### config.mk
export PLATFORM = sky130hd
export DESIGN_NAME = rega_cycle_ctrl_flat
export DESIGN_NICKNAME = d
export VERILOG_FILES = /design/src/rtl/rega_cycle_ctrl_if.sv /design/src/rtl/rega_cycle_ctrl.sv /design/src/flat_wrapper.sv
export SDC_FILE = /design/constraint.sdc
export NUM_CORES = 1
export LEC_CHECK = 0
export ABC_AREA = 1
export CAP_MARGIN = 15
export CORE_UTILIZATION = 55
export CTS_CLUSTER_DIAMETER = 40
export DETAILED_ROUTE_END_ITERATION = 6
export GPL_ROUTABILITY_DRIVEN = 0
export PLACE_DENSITY = 0.77
export SLEW_MARGIN = 20
export SYNTH_ARGS = -nofsm -noshare
export SYNTH_HDL_FRONTEND = slang
export SYNTH_SLANG_ARGS = --single-unit
### constraint.sdc
create_clock -name clk -period 3.2 [get_ports clk]
set_clock_uncertainty 0.05 [all_clocks]
set_input_delay 0.48 -clock clk [delete_from_list [all_inputs] [get_ports clk]]
set_output_delay 0.48 -clock clk [all_outputs]
set_load 0.01 [all_outputs]
### src/rtl/rega_cycle_ctrl_if.sv
// Irrigation-cycle controller bus: sensor, request and outlet-control signals.
// Optional macro REGA_MANUAL_OVERRIDE_EN adds the manual valve override input.
interface rega_cycle_ctrl_if;
  logic       start;
  logic       dry;
  logic       tank_low;
  logic       mode;
`ifdef REGA_MANUAL_OVERRIDE_EN
  logic       manual;
`endif
  logic       valve;
  logic       sel;
  logic       busy;
  logic       fault;
  logic [3:0] reps_done;

  // Drives requests/sensors, observes the controller outputs.
  modport master (
    output start, dry, tank_low, mode,
`ifdef REGA_MANUAL_OVERRIDE_EN
    output manual,
`endif
    input  valve, sel, busy, fault, reps_done
  );

  // The controller itself.
  modport slave (
    input  start, dry, tank_low, mode,
`ifdef REGA_MANUAL_OVERRIDE_EN
    input  manual,
`endif
    output valve, sel, busy, fault, reps_done
  );
endinterface

### src/rtl/rega_cycle_ctrl.sv
// Irrigation-cycle controller: debounces the dryness sensor, runs timed
// irrigate/soak repetitions and latches the outlet mux select per cycle.
// Optional macro REGA_MANUAL_OVERRIDE_EN: combinational manual valve override,
// gated off by an empty tank or a reservoir fault.
//
//  state     | meaning
//  ----------+------------------------------------------------------------
//  S_IDLE    | waiting for start with debounced dry soil
//  S_IRRIGATE| valve open, timer counts down IRR_CYCLES
//  S_SOAK    | valve closed, timer counts down SOAK_CYCLES
//  S_FAULT   | reservoir empty; waits for tank_low=0 and start=0
module rega_cycle_ctrl #(
  parameter int DEB_CYCLES  = 3,
  parameter int IRR_CYCLES  = 8,
  parameter int SOAK_CYCLES = 4,
  parameter int MAX_REPS    = 2
) (
  input  logic              clk,
  input  logic              rst_n,
  rega_cycle_ctrl_if.slave  bus
);

  localparam int DEB_W  = $clog2(DEB_CYCLES + 1);
  localparam int MAXC   = (IRR_CYCLES > SOAK_CYCLES) ? IRR_CYCLES : SOAK_CYCLES;
  localparam int TW     = $clog2(MAXC + 1);
  localparam logic [DEB_W-1:0] DEB_LAST  = DEB_W'(DEB_CYCLES - 1);
  localparam logic [TW-1:0]    IRR_LAST  = TW'(IRR_CYCLES - 1);
  localparam logic [TW-1:0]    SOAK_LAST = TW'(SOAK_CYCLES - 1);
  localparam logic [3:0]       REPS_MAX  = 4'(MAX_REPS);

  typedef enum logic [1:0] {
    S_IDLE     = 2'd0,
    S_IRRIGATE = 2'd1,
    S_SOAK     = 2'd2,
    S_FAULT    = 2'd3
  } state_t;

  state_t           state_q;
  logic [TW-1:0]    timer_q;
  logic [3:0]       reps_q;
  logic             valve_q;
  logic             sel_q;
  logic             busy_q;
  logic             fault_q;

  logic             dry_db_q, dry_db_d;
  logic [DEB_W-1:0] deb_cnt_q, deb_cnt_d;

  // Debounce: dry_db follows dry only after DEB_CYCLES consecutive differing samples.
  always_comb begin
    dry_db_d  = dry_db_q;
    deb_cnt_d = '0;
    if (bus.dry != dry_db_q) begin
      if (deb_cnt_q == DEB_LAST) begin
        dry_db_d  = bus.dry;
      end else begin
        deb_cnt_d = deb_cnt_q + 1'b1;
      end
    end
  end

  // Debounce registers.
  always_ff @(posedge clk) begin
    if (!rst_n) begin
      dry_db_q  <= 1'b0;
      deb_cnt_q <= '0;
    end else begin
      dry_db_q  <= dry_db_d;
      deb_cnt_q <= deb_cnt_d;
    end
  end

  // Cycle sequencer with registered outputs; FSM decisions use the current dry_db.
  always_ff @(posedge clk) begin
    if (!rst_n) begin
      state_q <= S_IDLE;
      timer_q <= '0;
      reps_q  <= 4'd0;
      valve_q <= 1'b0;
      sel_q   <= 1'b0;
      busy_q  <= 1'b0;
      fault_q <= 1'b0;
    end else begin
      case (state_q)
        S_IDLE: begin
          if (bus.start && bus.tank_low) begin
            state_q <= S_FAULT;
            busy_q  <= 1'b1;
            fault_q <= 1'b1;
          end else if (bus.start && dry_db_q) begin
            state_q <= S_IRRIGATE;
            busy_q  <= 1'b1;
            valve_q <= 1'b1;
            sel_q   <= bus.mode;
            timer_q <= IRR_LAST;
            reps_q  <= 4'd0;
          end
        end
        S_IRRIGATE: begin
          if (bus.tank_low) begin
            state_q <= S_FAULT;
            valve_q <= 1'b0;
            fault_q <= 1'b1;
          end else if (timer_q == '0) begin
            state_q <= S_SOAK;
            valve_q <= 1'b0;
            timer_q <= SOAK_LAST;
            reps_q  <= reps_q + 4'd1;
          end else begin
            timer_q <= timer_q - 1'b1;
          end
        end
        S_SOAK: begin
          if (timer_q == '0) begin
            if (dry_db_q && (reps_q < REPS_MAX)) begin
              state_q <= S_IRRIGATE;
              valve_q <= 1'b1;
              timer_q <= IRR_LAST;
            end else begin
              state_q <= S_IDLE;
              busy_q  <= 1'b0;
            end
          end else begin
            timer_q <= timer_q - 1'b1;
          end
        end
        S_FAULT: begin
          if (!bus.tank_low && !bus.start) begin
            state_q <= S_IDLE;
            busy_q  <= 1'b0;
            fault_q <= 1'b0;
          end
        end
        default: begin
          state_q <= S_IDLE;
          valve_q <= 1'b0;
          busy_q  <= 1'b0;
          fault_q <= 1'b0;
        end
      endcase
    end
  end

  assign bus.sel       = sel_q;
  assign bus.busy      = busy_q;
  assign bus.fault     = fault_q;
  assign bus.reps_done = reps_q;

`ifdef REGA_MANUAL_OVERRIDE_EN
  // Override never opens the valve on an empty tank or while faulted.
  assign bus.valve = valve_q | (bus.manual & ~bus.tank_low & ~fault_q);
`else
  assign bus.valve = valve_q;
`endif

endmodule

### src/flat_wrapper.sv
// flat-port wrapper written by rule: the top's interface ports become plain ports
module rega_cycle_ctrl_flat 
#(
  parameter int DEB_CYCLES  = 3,
  parameter int IRR_CYCLES  = 8,
  parameter int SOAK_CYCLES = 4,
  parameter int MAX_REPS    = 2
)
  (clk, rst_n, bus_start, bus_dry, bus_tank_low, bus_mode, bus_valve, bus_sel, bus_busy, bus_fault, bus_reps_done);
  rega_cycle_ctrl_if bus_i ();
  input  logic clk;
  input  logic rst_n;
  input wire logic [$bits(bus_i.start)-1:0] bus_start;
  input wire logic [$bits(bus_i.dry)-1:0] bus_dry;
  input wire logic [$bits(bus_i.tank_low)-1:0] bus_tank_low;
  input wire logic [$bits(bus_i.mode)-1:0] bus_mode;
  output wire logic [$bits(bus_i.valve)-1:0] bus_valve;
  output wire logic [$bits(bus_i.sel)-1:0] bus_sel;
  output wire logic [$bits(bus_i.busy)-1:0] bus_busy;
  output wire logic [$bits(bus_i.fault)-1:0] bus_fault;
  output wire logic [$bits(bus_i.reps_done)-1:0] bus_reps_done;
  assign bus_i.start = bus_start;
  assign bus_i.dry = bus_dry;
  assign bus_i.tank_low = bus_tank_low;
  assign bus_i.mode = bus_mode;
  assign bus_valve = bus_i.valve;
  assign bus_sel = bus_i.sel;
  assign bus_busy = bus_i.busy;
  assign bus_fault = bus_i.fault;
  assign bus_reps_done = bus_i.reps_done;
  rega_cycle_ctrl #(.DEB_CYCLES(DEB_CYCLES), .IRR_CYCLES(IRR_CYCLES), .SOAK_CYCLES(SOAK_CYCLES), .MAX_REPS(MAX_REPS)) u_core (.clk(clk), .rst_n(rst_n), .bus(bus_i));
endmodule
# --- Word level (Yosys, flattened, before mapping) ---
# Cells that the tools add are included.
op_classes:
  n_reduce_logical: 21
  bitwise_logic: 3
  n_lt_le_gt_ge: 1
  n_eq_ne: 18
  addsub: 3
  n_mux: 35
op_table:
  columns: ["cell", "count"]
  rows:
  - ["2-to-1 mux 4 bit", 10]
  - ["AND reduction 5 bit", 3]
  - ["2-to-1 mux 1 bit", 13]
  - ["2-to-1 mux 2 bit", 6]
  - ["!= test 2 x 1 -> 1 bit (second input constant)", 6]
  - ["case mux 4 bit (3 select lines)", 1]
  - ["case mux 1 bit (3 select lines)", 3]
  - ["nonzero test 3 bit", 3]
  - ["!= test 2 bit (second input constant)", 4]
  - ["case mux 2 bit (4 select lines)", 1]
  - ["case mux 4 bit (2 select lines)", 1]
  - ["AND reduction 4 bit", 2]
  - ["equality test 2 bit (second input constant)", 3]
  - ["AND reduction 6 bit", 1]
  - ["adder 4 x 1 -> 4 bit (second input constant)", 1]
  - ["logical AND 1 bit", 4]
  - ["zero test 4 bit", 1]
  - ["< comparator 4 x 2 -> 1 bit (second input constant)", 1]
  - ["subtractor 4 x 1 -> 4 bit (second input constant)", 1]
  - ["!= test 3 x 1 -> 1 bit (second input constant)", 1]
  - ["!= test 3 x 2 -> 1 bit (second input constant)", 1]
  - ["!= test 3 bit (second input constant)", 1]
  - ["NOT 1 bit", 3]
  - ["AND reduction 3 bit", 1]
  - ["8 further kinds", 9]
totals:
  input_bits: 6
  word_cells: 90
  out_inout_bits: 8
  ff_bits: 17

# --- Logic depth before layout (Yosys ltp) ---
# Gate-level depths: netlist (run 1).
logic_depth:
  ltp_word: 5
  mapped_depth: 11
  depth_no_buf: 10

# --- Worst setup path before layout (run 1) ---
# OpenSTA, ideal clock, no wires.
synth_path:
  path_kind: "reg-to-reg"
  startpoint: "reg u_core.state_q[1]"
  endpoint: "reg u_core.reps_q[1] (netlist: u_core.bus.reps_done[1])"
  path_slack_ps: 1673
  n_path_buf: 1
  arrival_time_ps: 1363
  synth_period_minus_slack_ps: 1527
  path_stages_with_launch: 12
  setup_ps: 114
  required_time_ps: 3036
  path_cell_list: "dfxtp_1 inv_1 ha_1 buf_6 nand2_4 o21ai_0 nor2_2 nand2_2 inv_2 nand2_1 nand2_1 nor2_2"
synth_via:
  elab_chain_cells: 3
  elab_cells_between_ends: 9
  classes_between: "eq/ne (5); mux (1); reduce/logical (3)"
synth_lines:
  columns: ["element", "line_no", "text"]
  rows:
  - ["start: declaration", "rega_cycle_ctrl.sv:38", "state_t state_q;"]
  - ["start signal: assignment", "rega_cycle_ctrl.sv:76", "state_q <= S_IDLE;"]
  - ["start signal: assignment", "rega_cycle_ctrl.sv:87", "state_q <= S_FAULT;"]
  - ["start signal: assignment", "rega_cycle_ctrl.sv:91", "state_q <= S_IRRIGATE;"]
  - ["equality test 2 x 1 -> 1 bit or zero test 2 bit (tied branches)", "rega_cycle_ctrl.sv:84", "case (state_q)"]
  - ["!= test 2 x 1 -> 1 bit (no source line), or another cell as far along", null, null]
  - ["AND reduction 5 bit (no source line)", null, null]
  - ["end signal: assignment", "rega_cycle_ctrl.sv:108", "reps_q <= reps_q + 4'd1;"]
  - ["end: declaration", "rega_cycle_ctrl.sv:40", "logic [3:0] reps_q;"]
# Several ways; a longest one is shown, not always the timed one.
# A chain may end at the register's enable or synchronous reset.

# --- Worst setup path after layout (run 1) ---
layout_path:
  startpoint: "reg u_core.reps_q[1] (netlist: u_core.bus.reps_done[1])"
  endpoint: "out bus_reps_done[1]"
layout_lines:
  columns: ["element", "line_no", "text"]
  rows:
  - ["end: declaration", "flat_wrapper.sv:21", "output wire logic [$bits(bus_i.reps_done)-1:0] bus_reps_done;"]
# No word-level cell between the ends.

==> impl_metrics.xml, run 1 <==
<?xml version="1.0" encoding="UTF-8"?>
<metrics>
  <group name="logic_synthesis">
    <metric name="synth_top_area_share" unit="%">29.1</metric>
    <metric name="synthesis.instances" unit="">175</metric>
    <metric name="netlist.top_cell.by_area" unit="">sky130_fd_sc_hd__dfxtp_1</metric>
    <metric name="synthesis.yosys.warnings" unit="">0</metric>
    <metric name="ys_seq_elements" unit="">17</metric>
    <metric name="synth_nets" unit="">192</metric>
    <metric name="post_synthesis_area_per_instance" unit="µm²">6.68</metric>
    <metric name="synth_top_cells_by_area" unit="">sky130_fd_sc_hd__dfxtp_1 (29%), sky130_fd_sc_hd__nand2_1 (15%), sky130_fd_sc_hd__ha_1 (12%)</metric>
    <metric name="yosysUniqueCellTypes" unit="">26</metric>
    <metric name="yosysSeqAreaShare" unit="%">29.1</metric>
    <metric name="synth.cell_area" unit="µm²">1170</metric>
  </group>
  <group name="timing">
    <metric name="worstMarginPinSlew" unit="ns">0.480</metric>
    <metric name="setup_violations" unit="">0</metric>
    <metric name="layout_min_cycle_time" unit="ns">1.88</metric>
    <metric name="finalHoldViolCount" unit="">0</metric>
    <metric name="max_slew_headroom" unit="%">67.9</metric>
    <metric name="rsz_0062_raised_after_global_routing" unit="">no</metric>
    <metric name="worst_slack" unit="ns">1.32</metric>
    <metric name="finalCritPeriodShare" unit="%">58.9</metric>
    <metric name="fin_worst_hold_slack" unit="ns">0.375</metric>
    <metric name="fin_tns_setup" unit="ns">0</metric>
    <metric name="maxClockFrequency" unit="GHz">0.531</metric>
    <metric name="finalMaxSlewViolations" unit="">0</metric>
  </group>
  <group name="clocking">
    <metric name="clk_root_buffer_cell" unit="">sky130_fd_sc_hd__clkbuf_4</metric>
    <metric name="clock_input_transition_at_the_sequential_cells_of_the_worst_setup_and_hold_paths" unit="ns">0.09</metric>
    <metric name="clk_latency" unit="ns">0.29</metric>
    <metric name="cts.htree.levels" unit="">1</metric>
    <metric name="clock_sink_count" unit="">17</metric>
    <metric name="postCtsResizedCells" unit="">0</metric>
    <metric name="cts-buffers-inserted" unit="">3</metric>
    <metric name="cts_setup_buffers" unit="">0</metric>
    <metric name="clock_tree.buffer_depth" unit="">2</metric>
    <metric name="cts_hold_buffers" unit="">0</metric>
    <metric name="tritoncts_clock_tree" unit="">done</metric>
  </group>
  <group name="worst_setup_path">
    <metric name="critPathSlowestCell" unit="">sky130_fd_sc_hd__clkdlybuf4s50_1</metric>
    <metric name="r2r-start" unit="">u_core.state_q[1]</metric>
    <metric name="timing.critical_path.max_delay_family" unit="">buffers and inverters</metric>
    <metric name="cp_cell_sequence" unit="">clkdlybuf4s50_1</metric>
    <metric name="worstPathArrival" unit="ns">1.35</metric>
    <metric name="worstSetupStartpointType" unit="">flip-flop</metric>
    <metric name="worst_setup_path_end_kind" unit="">primary output</metric>
    <metric name="worstPathMaxFanout" unit="">6</metric>
    <metric name="regToRegSetupSlack" unit="ns">1.42</metric>
    <metric name="cp.required" unit="ns">2.67</metric>
    <metric name="worst_r2r_endpoint" unit="">u_core.bus.reps_done[1]</metric>
    <metric name="crit_buf_inv" unit="">1</metric>
    <metric name="worst-r2r-cell-count" unit="">10</metric>
    <metric name="crit_type" unit="">flip-flop to primary output</metric>
    <metric name="critical-path-max-stage-delay" unit="ns">0.59</metric>
  </group>
  <group name="drt">
    <metric name="wl_per_cell" unit="µm">10.9</metric>
    <metric name="avgViaCountPerCell" unit="">5.18</metric>
    <metric name="drt_pre_antenna_iters" unit="">4</metric>
    <metric name="detailroute.via_count" unit="">1124</metric>
    <metric name="dr.first_iter.drc_count" unit="">27</metric>
    <metric name="finalWirelength" unit="mm">2.36</metric>
    <metric name="detail-route-antenna-nets" unit="">0</metric>
    <metric name="drcViolationCount" unit="">0</metric>
  </group>
  <group name="final_layout">
    <metric name="post_layout_nonfiller_instances" unit="">217</metric>
    <metric name="fin_nets" unit="">208</metric>
    <metric name="commonest_cells_after_routing_fill_and_taps_aside" unit="">sky130_fd_sc_hd__nand2_1 (46), sky130_fd_sc_hd__nor2_1 (26), sky130_fd_sc_hd__inv_1 (23)</metric>
    <metric name="flow.area_growth_from_synthesis" unit="%">14.7</metric>
    <metric name="final_common_cell" unit="">sky130_fd_sc_hd__nand2_1</metric>
    <metric name="antennaDiodeCount" unit="">0</metric>
    <metric name="layout-drive-gt1-share" unit="%">9.47</metric>
  </group>
  <group name="min_path">
    <metric name="hold_path_depth" unit="">1</metric>
    <metric name="hold-path-endpoint" unit="">u_core.deb_cnt_q[0]</metric>
    <metric name="min_from" unit="">u_core.deb_cnt_q[0]</metric>
    <metric name="min_path_type" unit="">flip-flop to flip-flop</metric>
  </group>
  <group name="pwr">
    <metric name="powerDensity" unit="nW/µm²">917</metric>
    <metric name="peakVddDrop" unit="V">0.000477</metric>
    <metric name="cellLeakagePower" unit="µW">0.000632</metric>
  </group>
  <group name="floorplanning">
    <metric name="design.core.area" unit="µm²">1980</metric>
    <metric name="boundaryPins" unit="">14</metric>
    <metric name="initial_utilization" unit="%">59.0</metric>
    <metric name="floorplan.rows" unit="">16</metric>
    <metric name="die-area" unit="µm²">2320</metric>
    <metric name="die-width" unit="µm">48.1</metric>
    <metric name="die_h" unit="µm">48.1</metric>
  </group>
  <group name="run">
    <metric name="timing.max_cap.violations" unit="">0</metric>
  </group>
  <group name="placement">
    <metric name="port-buffer-count" unit="">13</metric>
    <metric name="dpl.cell_count" unit="">213</metric>
    <metric name="place_hpwl" unit="mm">1.86</metric>
    <metric name="placement.setup.worst_slack" unit="ns">1.26</metric>
  </group>
  <group name="global_route">
    <metric name="grt_pass1_wl" unit="mm">3.59</metric>
    <metric name="maximum_number_of_pins_on_one_net_before_global_route_repair" unit="">15</metric>
    <metric name="grt_antenna_before_repair" unit="">0</metric>
    <metric name="grt_usage" unit="%">22.6</metric>
    <metric name="gr-total-overflow" unit="">0</metric>
    <metric name="via_count_of_the_first_global_routing_pass" unit="">902</metric>
  </group>
  <group name="outcome">
    <metric name="outcome" unit="">finished, final reports clean</metric>
  </group>
</metrics>
## synthesized netlist by cell type
cell type / number
sky130_fd_sc_hd__nand3_1: 12
sky130_fd_sc_hd__nor2_4: 1
sky130_fd_sc_hd__inv_2: 1
sky130_fd_sc_hd__o211ai_1: 1
sky130_fd_sc_hd__nor2_2: 4
sky130_fd_sc_hd__nand2_4: 1
sky130_fd_sc_hd__buf_4: 1
sky130_fd_sc_hd__nand2_2: 4
sky130_fd_sc_hd__a21boi_0: 1
sky130_fd_sc_hd__and2_1: 1
sky130_fd_sc_hd__a21oi_2: 2
sky130_fd_sc_hd__buf_6: 1
sky130_fd_sc_hd__xor2_1: 1
sky130_fd_sc_hd__xnor2_1: 1
sky130_fd_sc_hd__a21oi_1: 6
sky130_fd_sc_hd__dfxtp_1: 17
sky130_fd_sc_hd__nand3_2: 1
sky130_fd_sc_hd__nand4_1: 3
sky130_fd_sc_hd__nand2_1: 46
sky130_fd_sc_hd__o21bai_1: 1
sky130_fd_sc_hd__o21ai_0: 7
sky130_fd_sc_hd__ha_1: 11
sky130_fd_sc_hd__o21ai_1: 1
sky130_fd_sc_hd__inv_1: 23
sky130_fd_sc_hd__nand3_4: 1
sky130_fd_sc_hd__nor2_1: 26
## where the power goes
part | leakage, µW | switching (µW) | internal, µW | total (µW)
Sequential | 0.000140 | 57.3 | 276 | 334
Clock | 0.0000150 | 66.8 | 48.6 | 115
Combinational | 0.000477 | 479 | 302 | 781
Total | 0.000632 | 603 | 627 | 1230
## through the flow
stage	utilization (%)	area (µm²)	total power [µW]
after floorplan	-	1170	940
after global routing	67.7	1340	1360
after detailed placement	66.4	1320	1110
after CTS	67.7	1340	1240
final	67.7	1340	1230
after global placement	66.4	1320	1090
## area by class of cell
class,count,area [µm²]
Multi-Input combinational cell,132,721
Fill cell,187,641
Sequential cell,17,340
Timing Repair Buffer,13,130
Inverter,24,90.1
Tap cell,27,33.8
Clock buffer,4,26.3
## cells by family (layout without fill, tap and decap cells)
logic type      after synthesis  in the layout  synth area share, %
compound gates               19             19                 9.41
xor+xnor                      2              2                 1.50
fa+ha+maj                    11             11                 11.8
buf+inv                      26             41                 9.30
flops                        17             17                 29.1
simple gates                100            100                 38.9
## sequential cells by signal, indices dropped and copies added (netlist names)
| name | count |
|---|---|
| u_core.bus.busy | 1 |
| u_core.bus.fault | 1 |
| u_core.bus.reps_done | 4 |
| u_core.bus.sel | 1 |
| u_core.bus.valve | 1 |
| u_core.deb_cnt_q | 2 |
| u_core.dry_db_q | 1 |
| u_core.state_q | 2 |
| u_core.timer_q | 4 |
## worst max path at each step
| stage | end | from | depth (start not counted) |
|---|---|---|---|
| 2_1_floorplan | u_core.bus.reps_done[1] | u_core.state_q[1] | 11 |
| 3_5_place_dp | u_core.state_q[0] | bus_tank_low | 7 |
| 5_1_grt | bus_reps_done[2] | u_core.bus.reps_done[2] | 1 |
| 6_report | bus_reps_done[1] | u_core.bus.reps_done[1] | 1 |
| 3_3_place_gp | u_core.state_q[1] | bus_tank_low | 7 |
| 4_1_cts | bus_reps_done[1] | u_core.bus.reps_done[1] | 1 |
## metal layers
layer	routed length [µm]	part of all wire, %	global-route usage, %	vias to the layer above
li1	-	-	-	576
met1	1030	44	26.3	518
met2	1190	50	40.5	25
met3	86	3.7	3.33	5
met4	48	2.0	10.6	0
met5	0	0	0	-
Note: power is estimated with default switching activity, not from simulation.
==> inputs of run 2 (changes only) <==
Settings changed: CORE_UTILIZATION 55 to 54, PLACE_DENSITY 0.77 to 0.76.
Clock period 3.2 ns to 1.9 ns, I/O delays scaled along.
==> run 2 against run 1 <==
Compared with the run above:
- register-to-register slack worse by 1.2 ns
- sequential share of layout area shrank 0.42 points
- non-clock buffer count rose by 3
- cell area grew 1.7%
- clock power is 74% higher
- via count down 2.3%
- core utilization increased by 0.45 points
- die area is 1.8% higher
- count of clock-buffer cells in the layout unchanged
- flip-flop and latch count did not move
- global-route usage decreased by 0.89 points
- critical endpoint is now u_core.bus.reps_done[1]
- largest power group unchanged
==> impl_metrics.xml, run 2 (same netlist as run 1, synthesis figures left out) <==
<?xml version="1.0" encoding="UTF-8"?>
<metrics>
  <group name="outcome">
    <metric name="outcome" unit="">finished, final reports clean</metric>
  </group>
  <group name="timing">
    <metric name="max_slew_headroom" unit="%">77.5</metric>
    <metric name="finalHoldViolCount" unit="">0</metric>
    <metric name="setup_violations" unit="">0</metric>
    <metric name="rsz_0062_raised_after_global_routing" unit="">no</metric>
    <metric name="fin_worst_hold_slack" unit="ns">0.367</metric>
    <metric name="maxClockFrequency" unit="GHz">0.596</metric>
    <metric name="worstMarginPinSlew" unit="ns">0.337</metric>
    <metric name="finalCritPeriodShare" unit="%">88.4</metric>
    <metric name="finalMaxSlewViolations" unit="">0</metric>
    <metric name="layout_min_cycle_time" unit="ns">1.68</metric>
    <metric name="fin_tns_setup" unit="ns">0</metric>
  </group>
  <group name="placement">
    <metric name="port-buffer-count" unit="">13</metric>
    <metric name="place_hpwl" unit="mm">1.77</metric>
  </group>
  <group name="floorplanning">
    <metric name="die_h" unit="µm">48.5</metric>
    <metric name="initial_utilization" unit="%">58.4</metric>
    <metric name="boundaryPins" unit="">14</metric>
    <metric name="design.core.area" unit="µm²">2000</metric>
    <metric name="floorplan.rows" unit="">16</metric>
    <metric name="die-area" unit="µm²">2360</metric>
    <metric name="die-width" unit="µm">48.5</metric>
  </group>
  <group name="worst_setup_path">
    <metric name="timing.critical_path.max_delay_family" unit="">simple AND/OR/NAND/NOR gates</metric>
    <metric name="worst_r2r_endpoint" unit="">u_core.bus.reps_done[1]</metric>
    <metric name="worst-r2r-cell-count" unit="">10</metric>
    <metric name="critPathSlowestCell" unit="">sky130_fd_sc_hd__dfxtp_1</metric>
    <metric name="r2r-start" unit="">u_core.state_q[0]</metric>
    <metric name="worstPathMaxFanout" unit="">5</metric>
    <metric name="cp_cell_sequence" unit="">inv_1, ha_1, nand3_1, nand2_2, nor2_2, nand2_2, inv_2, nand2_1, nand2_1, nor2_2</metric>
    <metric name="critical-path-max-stage-delay" unit="ns">0.41</metric>
    <metric name="path_depth" unit="">10</metric>
    <metric name="crit_type" unit="">flip-flop to flip-flop</metric>
    <metric name="worstSetupStartpointType" unit="">flip-flop</metric>
    <metric name="cp.required" unit="ns">2.05</metric>
    <metric name="regToRegSetupSlack" unit="ns">0.22</metric>
    <metric name="crit_buf_inv" unit="">2</metric>
    <metric name="worst_setup_path_end_kind" unit="">flip-flop</metric>
    <metric name="worstPathArrival" unit="ns">1.83</metric>
  </group>
  <group name="drt">
    <metric name="drt_pre_antenna_iters" unit="">4</metric>
    <metric name="detail-route-antenna-nets" unit="">0</metric>
    <metric name="wl_per_cell" unit="µm">10.8</metric>
    <metric name="dr.first_iter.drc_count" unit="">23</metric>
    <metric name="detailroute.via_count" unit="">1098</metric>
    <metric name="avgViaCountPerCell" unit="">4.99</metric>
    <metric name="drcViolationCount" unit="">0</metric>
    <metric name="finalWirelength" unit="mm">2.37</metric>
  </group>
  <group name="final_layout">
    <metric name="commonest_cells_after_routing_fill_and_taps_aside" unit="">sky130_fd_sc_hd__nand2_1 (46), sky130_fd_sc_hd__nor2_1 (26), sky130_fd_sc_hd__inv_1 (23)</metric>
    <metric name="final_common_cell" unit="">sky130_fd_sc_hd__nand2_1</metric>
    <metric name="flow.area_growth_from_synthesis" unit="%">16.6</metric>
    <metric name="fin_nets" unit="">211</metric>
    <metric name="layout-drive-gt1-share" unit="%">10.9</metric>
    <metric name="antennaDiodeCount" unit="">0</metric>
    <metric name="fillerInstances" unit="">172</metric>
  </group>
  <group name="clocking">
    <metric name="clock_tree.buffer_depth" unit="">2</metric>
    <metric name="cts.htree.levels" unit="">1</metric>
    <metric name="clock_sink_count" unit="">17</metric>
    <metric name="cts_setup_buffers" unit="">0</metric>
    <metric name="clock_input_transition_at_the_sequential_cells_of_the_worst_setup_and_hold_paths" unit="ns">0.10</metric>
    <metric name="cts-buffers-inserted" unit="">3</metric>
    <metric name="cts_hold_buffers" unit="">0</metric>
    <metric name="postCtsResizedCells" unit="">0</metric>
    <metric name="clk_root_buffer_cell" unit="">sky130_fd_sc_hd__clkbuf_4</metric>
    <metric name="clk_latency" unit="ns">0.30</metric>
    <metric name="tritoncts_clock_tree" unit="">done</metric>
  </group>
  <group name="pwr">
    <metric name="powerDensity" unit="nW/µm²">1550</metric>
    <metric name="peakVddDrop" unit="V">0.000810</metric>
    <metric name="cellLeakagePower" unit="µW">0.000647</metric>
  </group>
  <group name="global_route">
    <metric name="use_met3" unit="%">3.77</metric>
    <metric name="grt_antenna_before_repair" unit="">0</metric>
    <metric name="gr-usage-met1" unit="%">25.4</metric>
    <metric name="gr-total-overflow" unit="">0</metric>
    <metric name="globalRouteMet2Util" unit="%">39.7</metric>
    <metric name="via_count_of_the_first_global_routing_pass" unit="">974</metric>
    <metric name="grt_usage" unit="%">21.7</metric>
    <metric name="grt.busiest_layer" unit="">met2</metric>
    <metric name="maximum_number_of_pins_on_one_net_before_global_route_repair" unit="">10</metric>
    <metric name="grt_pass1_wl" unit="mm">4.04</metric>
  </group>
  <group name="run">
    <metric name="timing.max_cap.violations" unit="">0</metric>
  </group>
  <group name="min_path">
    <metric name="hold_path_depth" unit="">1</metric>
    <metric name="min_from" unit="">u_core.deb_cnt_q[0]</metric>
    <metric name="min_path_type" unit="">flip-flop to flip-flop</metric>
    <metric name="hold-path-endpoint" unit="">u_core.deb_cnt_q[0]</metric>
  </group>
</metrics>
## run 2: how the worst max path moves through the flow
stage                           start                 endpoint  slack (ns)
finish              u_core.state_q[0]  u_core.bus.reps_done[1]        0.22
global route        u_core.state_q[0]  u_core.bus.reps_done[1]        0.03
CTS                 u_core.state_q[0]  u_core.bus.reps_done[1]        0.21
detailed placement       bus_tank_low        u_core.state_q[0]        0.16
global placement         bus_tank_low        u_core.state_q[0]        0.19
floorplan           u_core.state_q[1]  u_core.bus.reps_done[1]        0.37
## run 2: area by class of cell
cell class                      count  area, µm²  area share (%)
Timing Repair Buffer               16        153            11.2
Multi-Input combinational cell    132        721            52.8
Clock buffer                        4       26.3            1.93
Tap cell                           27       33.8            2.48
Inverter                           24       90.1            6.61
Sequential cell                    17        340            25.0
## run 2: power by group
part / internal, µW / switching (µW) / leakage, µW
registers: 465 / 81.5 / 0.000140
logic: 533 / 829 / 0.000493
clock network: 81.8 / 119 / 0.0000150
total: 1080 / 1030 / 0.000647
## run 2: metal layers
metal / vias up / wire [µm]
li1: 584 / -
met1: 491 / 1120
met2: 19 / 1130
met3: 4 / 86
met4: 0 / 29
met5: - / 0
## run 2: worst register-to-register path, delay by kind of cell (launching register included)
| family | cells | cell delay, ns |
|---|---|---|
| and+or+nand+nor | 7 | 0.64 |
| DFF | 1 | 0.41 |
| adders and majority gates | 1 | 0.29 |
| buffers and inverters | 2 | 0.20 |
## run 2: per-stage QoR
stage	total power [µW]	instances	worst slack (ns)	instance area, µm²	utilization (%)
global route	2340	220	0.0308	1360	68.1
floorplan	1580	175	0.373	1170	-
CTS	2120	220	0.211	1360	68.1
finish	2110	220	0.221	1360	68.1
global placement	1870	216	0.186	1340	66.8
detailed placement	1890	216	0.157	1340	66.8
==> inputs of run 3 (changes only) <==
Settings changed: PLACE_DENSITY 0.76 to 0.8.
==> run 3 against run 2 <==
Compared with the run above:
- register-to-register slack worse by 0.08 ns
- combinational power hardly changed
- clock power hardly changed
- fmax is 4.8% lower
- setup slack worse by 0.084 ns
- global-route usage is 1.2 points higher
- flip-flop and latch count stayed put
- first-iteration DRC count is 83% higher
- die area stayed put
- non-clock buffer count is 2 lower
- sequential power hardly changed
- total power is 0.43% lower
- largest cell class unchanged
- highest routed layer unchanged
==> impl_metrics.xml, run 3 (same netlist as run 1, synthesis figures left out) <==
<?xml version="1.0" encoding="UTF-8"?>
<metrics>
  <group name="timing">
    <metric name="maxClockFrequency" unit="GHz">0.567</metric>
    <metric name="max_slew_headroom" unit="%">67.4</metric>
    <metric name="finalMaxSlewViolations" unit="">0</metric>
    <metric name="layout_min_cycle_time" unit="ns">1.76</metric>
    <metric name="worstMarginPinSlew" unit="ns">0.487</metric>
    <metric name="setup_violations" unit="">0</metric>
    <metric name="fin_worst_hold_slack" unit="ns">0.371</metric>
    <metric name="rsz_0062_raised_after_global_routing" unit="">no</metric>
    <metric name="fin_tns_setup" unit="ns">0</metric>
    <metric name="finalHoldViolCount" unit="">0</metric>
    <metric name="finalCritPeriodShare" unit="%">92.8</metric>
  </group>
  <group name="worst_setup_path">
    <metric name="cp_cell_sequence" unit="">ha_1, o21ai_0, nor2_2, nand2_2, inv_2, nand2_1, nand2_1, nor2_2</metric>
    <metric name="critical-path-max-stage-delay" unit="ns">0.45</metric>
    <metric name="worst_setup_path_end_kind" unit="">flip-flop</metric>
    <metric name="worstPathArrival" unit="ns">1.91</metric>
    <metric name="cp.required" unit="ns">2.05</metric>
    <metric name="crit_buf_inv" unit="">1</metric>
    <metric name="worstPathMaxFanout" unit="">10</metric>
    <metric name="regToRegSetupSlack" unit="ns">0.14</metric>
    <metric name="worstSetupStartpointType" unit="">flip-flop</metric>
    <metric name="r2r-start" unit="">u_core.state_q[0]</metric>
    <metric name="worst_r2r_endpoint" unit="">u_core.bus.reps_done[1]</metric>
    <metric name="timing.critical_path.max_delay_family" unit="">adder cells</metric>
    <metric name="worst-r2r-cell-count" unit="">8</metric>
    <metric name="crit_type" unit="">flip-flop to flip-flop</metric>
    <metric name="critPathSlowestCell" unit="">sky130_fd_sc_hd__ha_1</metric>
  </group>
  <group name="global_route">
    <metric name="grt_pass1_wl" unit="mm">4.18</metric>
    <metric name="grt_antenna_before_repair" unit="">0</metric>
    <metric name="via_count_of_the_first_global_routing_pass" unit="">1033</metric>
    <metric name="grt_usage" unit="%">22.9</metric>
    <metric name="maximum_number_of_pins_on_one_net_before_global_route_repair" unit="">15</metric>
    <metric name="gr-total-overflow" unit="">0</metric>
  </group>
  <group name="clocking">
    <metric name="clock_tree.buffer_depth" unit="">2</metric>
    <metric name="tritoncts_clock_tree" unit="">done</metric>
    <metric name="clk_latency" unit="ns">0.30</metric>
    <metric name="clk_root_buffer_cell" unit="">sky130_fd_sc_hd__clkbuf_4</metric>
    <metric name="cts_setup_buffers" unit="">0</metric>
    <metric name="cts.htree.levels" unit="">1</metric>
    <metric name="clock_sink_count" unit="">17</metric>
    <metric name="postCtsResizedCells" unit="">0</metric>
    <metric name="clock_input_transition_at_the_sequential_cells_of_the_worst_setup_and_hold_paths" unit="ns">0.10</metric>
    <metric name="cts_hold_buffers" unit="">0</metric>
    <metric name="cts-buffers-inserted" unit="">3</metric>
  </group>
  <group name="drt">
    <metric name="wl_per_cell" unit="µm">11.1</metric>
    <metric name="drcViolationCount" unit="">0</metric>
    <metric name="detailroute.via_count" unit="">1101</metric>
    <metric name="detail-route-antenna-nets" unit="">0</metric>
    <metric name="drt_pre_antenna_iters" unit="">4</metric>
    <metric name="dr.first_iter.drc_count" unit="">42</metric>
    <metric name="avgViaCountPerCell" unit="">5.05</metric>
    <metric name="finalWirelength" unit="mm">2.42</metric>
  </group>
  <group name="pwr">
    <metric name="share_comb_of_total_power" unit="%">64.4</metric>
    <metric name="p_int" unit="µW">1060</metric>
    <metric name="peakVddDrop" unit="V">0.000887</metric>
    <metric name="powerDensity" unit="nW/µm²">1560</metric>
    <metric name="cellLeakagePower" unit="µW">0.000640</metric>
    <metric name="sequentialPowerShare" unit="%">26.2</metric>
    <metric name="switching_share" unit="%">49.4</metric>
    <metric name="netSwitchingPower" unit="µW">1040</metric>
    <metric name="report.power.total" unit="µW">2100</metric>
    <metric name="power.clock.fraction" unit="%">9.4</metric>
  </group>
  <group name="final_layout">
    <metric name="post_layout_nonfiller_instances" unit="">218</metric>
    <metric name="antennaDiodeCount" unit="">0</metric>
    <metric name="commonest_cells_after_routing_fill_and_taps_aside" unit="">sky130_fd_sc_hd__nand2_1 (46), sky130_fd_sc_hd__nor2_1 (26), sky130_fd_sc_hd__inv_1 (23)</metric>
    <metric name="fillerInstances" unit="">182</metric>
    <metric name="layout-drive-gt1-share" unit="%">10.5</metric>
    <metric name="final_util" unit="%">67.4</metric>
    <metric name="final_common_cell" unit="">sky130_fd_sc_hd__nand2_1</metric>
    <metric name="fin_nets" unit="">209</metric>
    <metric name="flow.area_growth_from_synthesis" unit="%">15.4</metric>
  </group>
  <group name="floorplanning">
    <metric name="boundaryPins" unit="">14</metric>
    <metric name="initial_utilization" unit="%">58.4</metric>
    <metric name="die_h" unit="µm">48.5</metric>
    <metric name="floorplan.rows" unit="">16</metric>
    <metric name="die-area" unit="µm²">2360</metric>
    <metric name="design.core.area" unit="µm²">2000</metric>
    <metric name="die-width" unit="µm">48.5</metric>
  </group>
  <group name="run">
    <metric name="timing.max_cap.violations" unit="">0</metric>
  </group>
  <group name="placement">
    <metric name="port-buffer-count" unit="">13</metric>
    <metric name="place_hpwl" unit="mm">1.87</metric>
    <metric name="dpl.cell_count" unit="">214</metric>
  </group>
  <group name="min_path">
    <metric name="min_path_type" unit="">flip-flop to flip-flop</metric>
    <metric name="min_from" unit="">u_core.deb_cnt_q[0]</metric>
    <metric name="hold-path-endpoint" unit="">u_core.deb_cnt_q[0]</metric>
    <metric name="hold_path_depth" unit="">1</metric>
  </group>
  <group name="outcome">
    <metric name="outcome" unit="">finished, final reports clean</metric>
  </group>
</metrics>
-- run 3: cell count changes in the layout (fill, tap and decap cells not counted), sizes merged --
cell	change
buf	-2
clkbuf	-1
clkinv	+1
-- run 3: worst max path at each step --
stage | startpoint | endpoint | slack (ns) | cells after the start
2_1_floorplan | u_core.state_q[1] | u_core.bus.reps_done[1] | 0.37 | 11
3_3_place_gp | bus_tank_low | u_core.state_q[0] | 0.18 | 8
3_5_place_dp | bus_tank_low | u_core.state_q[1] | 0.15 | 7
4_1_cts | u_core.state_q[0] | u_core.bus.reps_done[1] | 0.14 | 8
5_1_grt | u_core.state_q[0] | u_core.bus.reps_done[1] | 0.02 | 8
6_report | u_core.state_q[0] | u_core.bus.reps_done[1] | 0.14 | 8
-- run 3: area by class of cell --
cell class,instances,area (µm²),share of cell area [%]
Clock buffer,3,22.5,1.67
Clock inverter,1,5.00,0.371
Inverter,24,90.1,6.67
Multi-Input combinational cell,132,721,53.4
Sequential cell,17,340,25.2
Tap cell,27,33.8,2.50
Timing Repair Buffer,14,138,10.2
-- run 3: worst register-to-register path, cell delays in order (launching register included) --
cell and delay [ns]:
sky130_fd_sc_hd__dfxtp_1 0.44, sky130_fd_sc_hd__ha_1 0.45, sky130_fd_sc_hd__o21ai_0 0.21, sky130_fd_sc_hd__nor2_2 0.18, sky130_fd_sc_hd__nand2_2 0.10, sky130_fd_sc_hd__inv_2 0.08
sky130_fd_sc_hd__nand2_1 0.05, sky130_fd_sc_hd__nand2_1 0.06, sky130_fd_sc_hd__nor2_2 0.04
-- run 3: metal layers --
layer / vias up / wire length (µm) / GRT usage [%]
met3: 5 / 69 / 2.83
li1: 583 / - / -
met4: 0 / 42 / 8.82
met2: 27 / 1230 / 42.7
met5: - / 0 / 0
met1: 486 / 1070 / 26.4
-- run 3: through the flow --
stage / instance area (µm²) / worst slack, ns
global route: 1350 / 0.0223
finish: 1350 / 0.137
CTS: 1350 / 0.139
global placement: 1320 / 0.182
floorplan: 1170 / 0.373
detailed placement: 1320 / 0.153
-- run 3: power groups by stage --
stage / clock, µW / combinational (µW) / sequential [µW]
2_1_floorplan: 0 / 1020 / 567
3_3_place_gp: 0 / 1300 / 550
3_5_place_dp: 0 / 1330 / 559
4_1_cts: 201 / 1350 / 551
5_1_grt: 215 / 1530 / 568
6_report: 198 / 1350 / 550
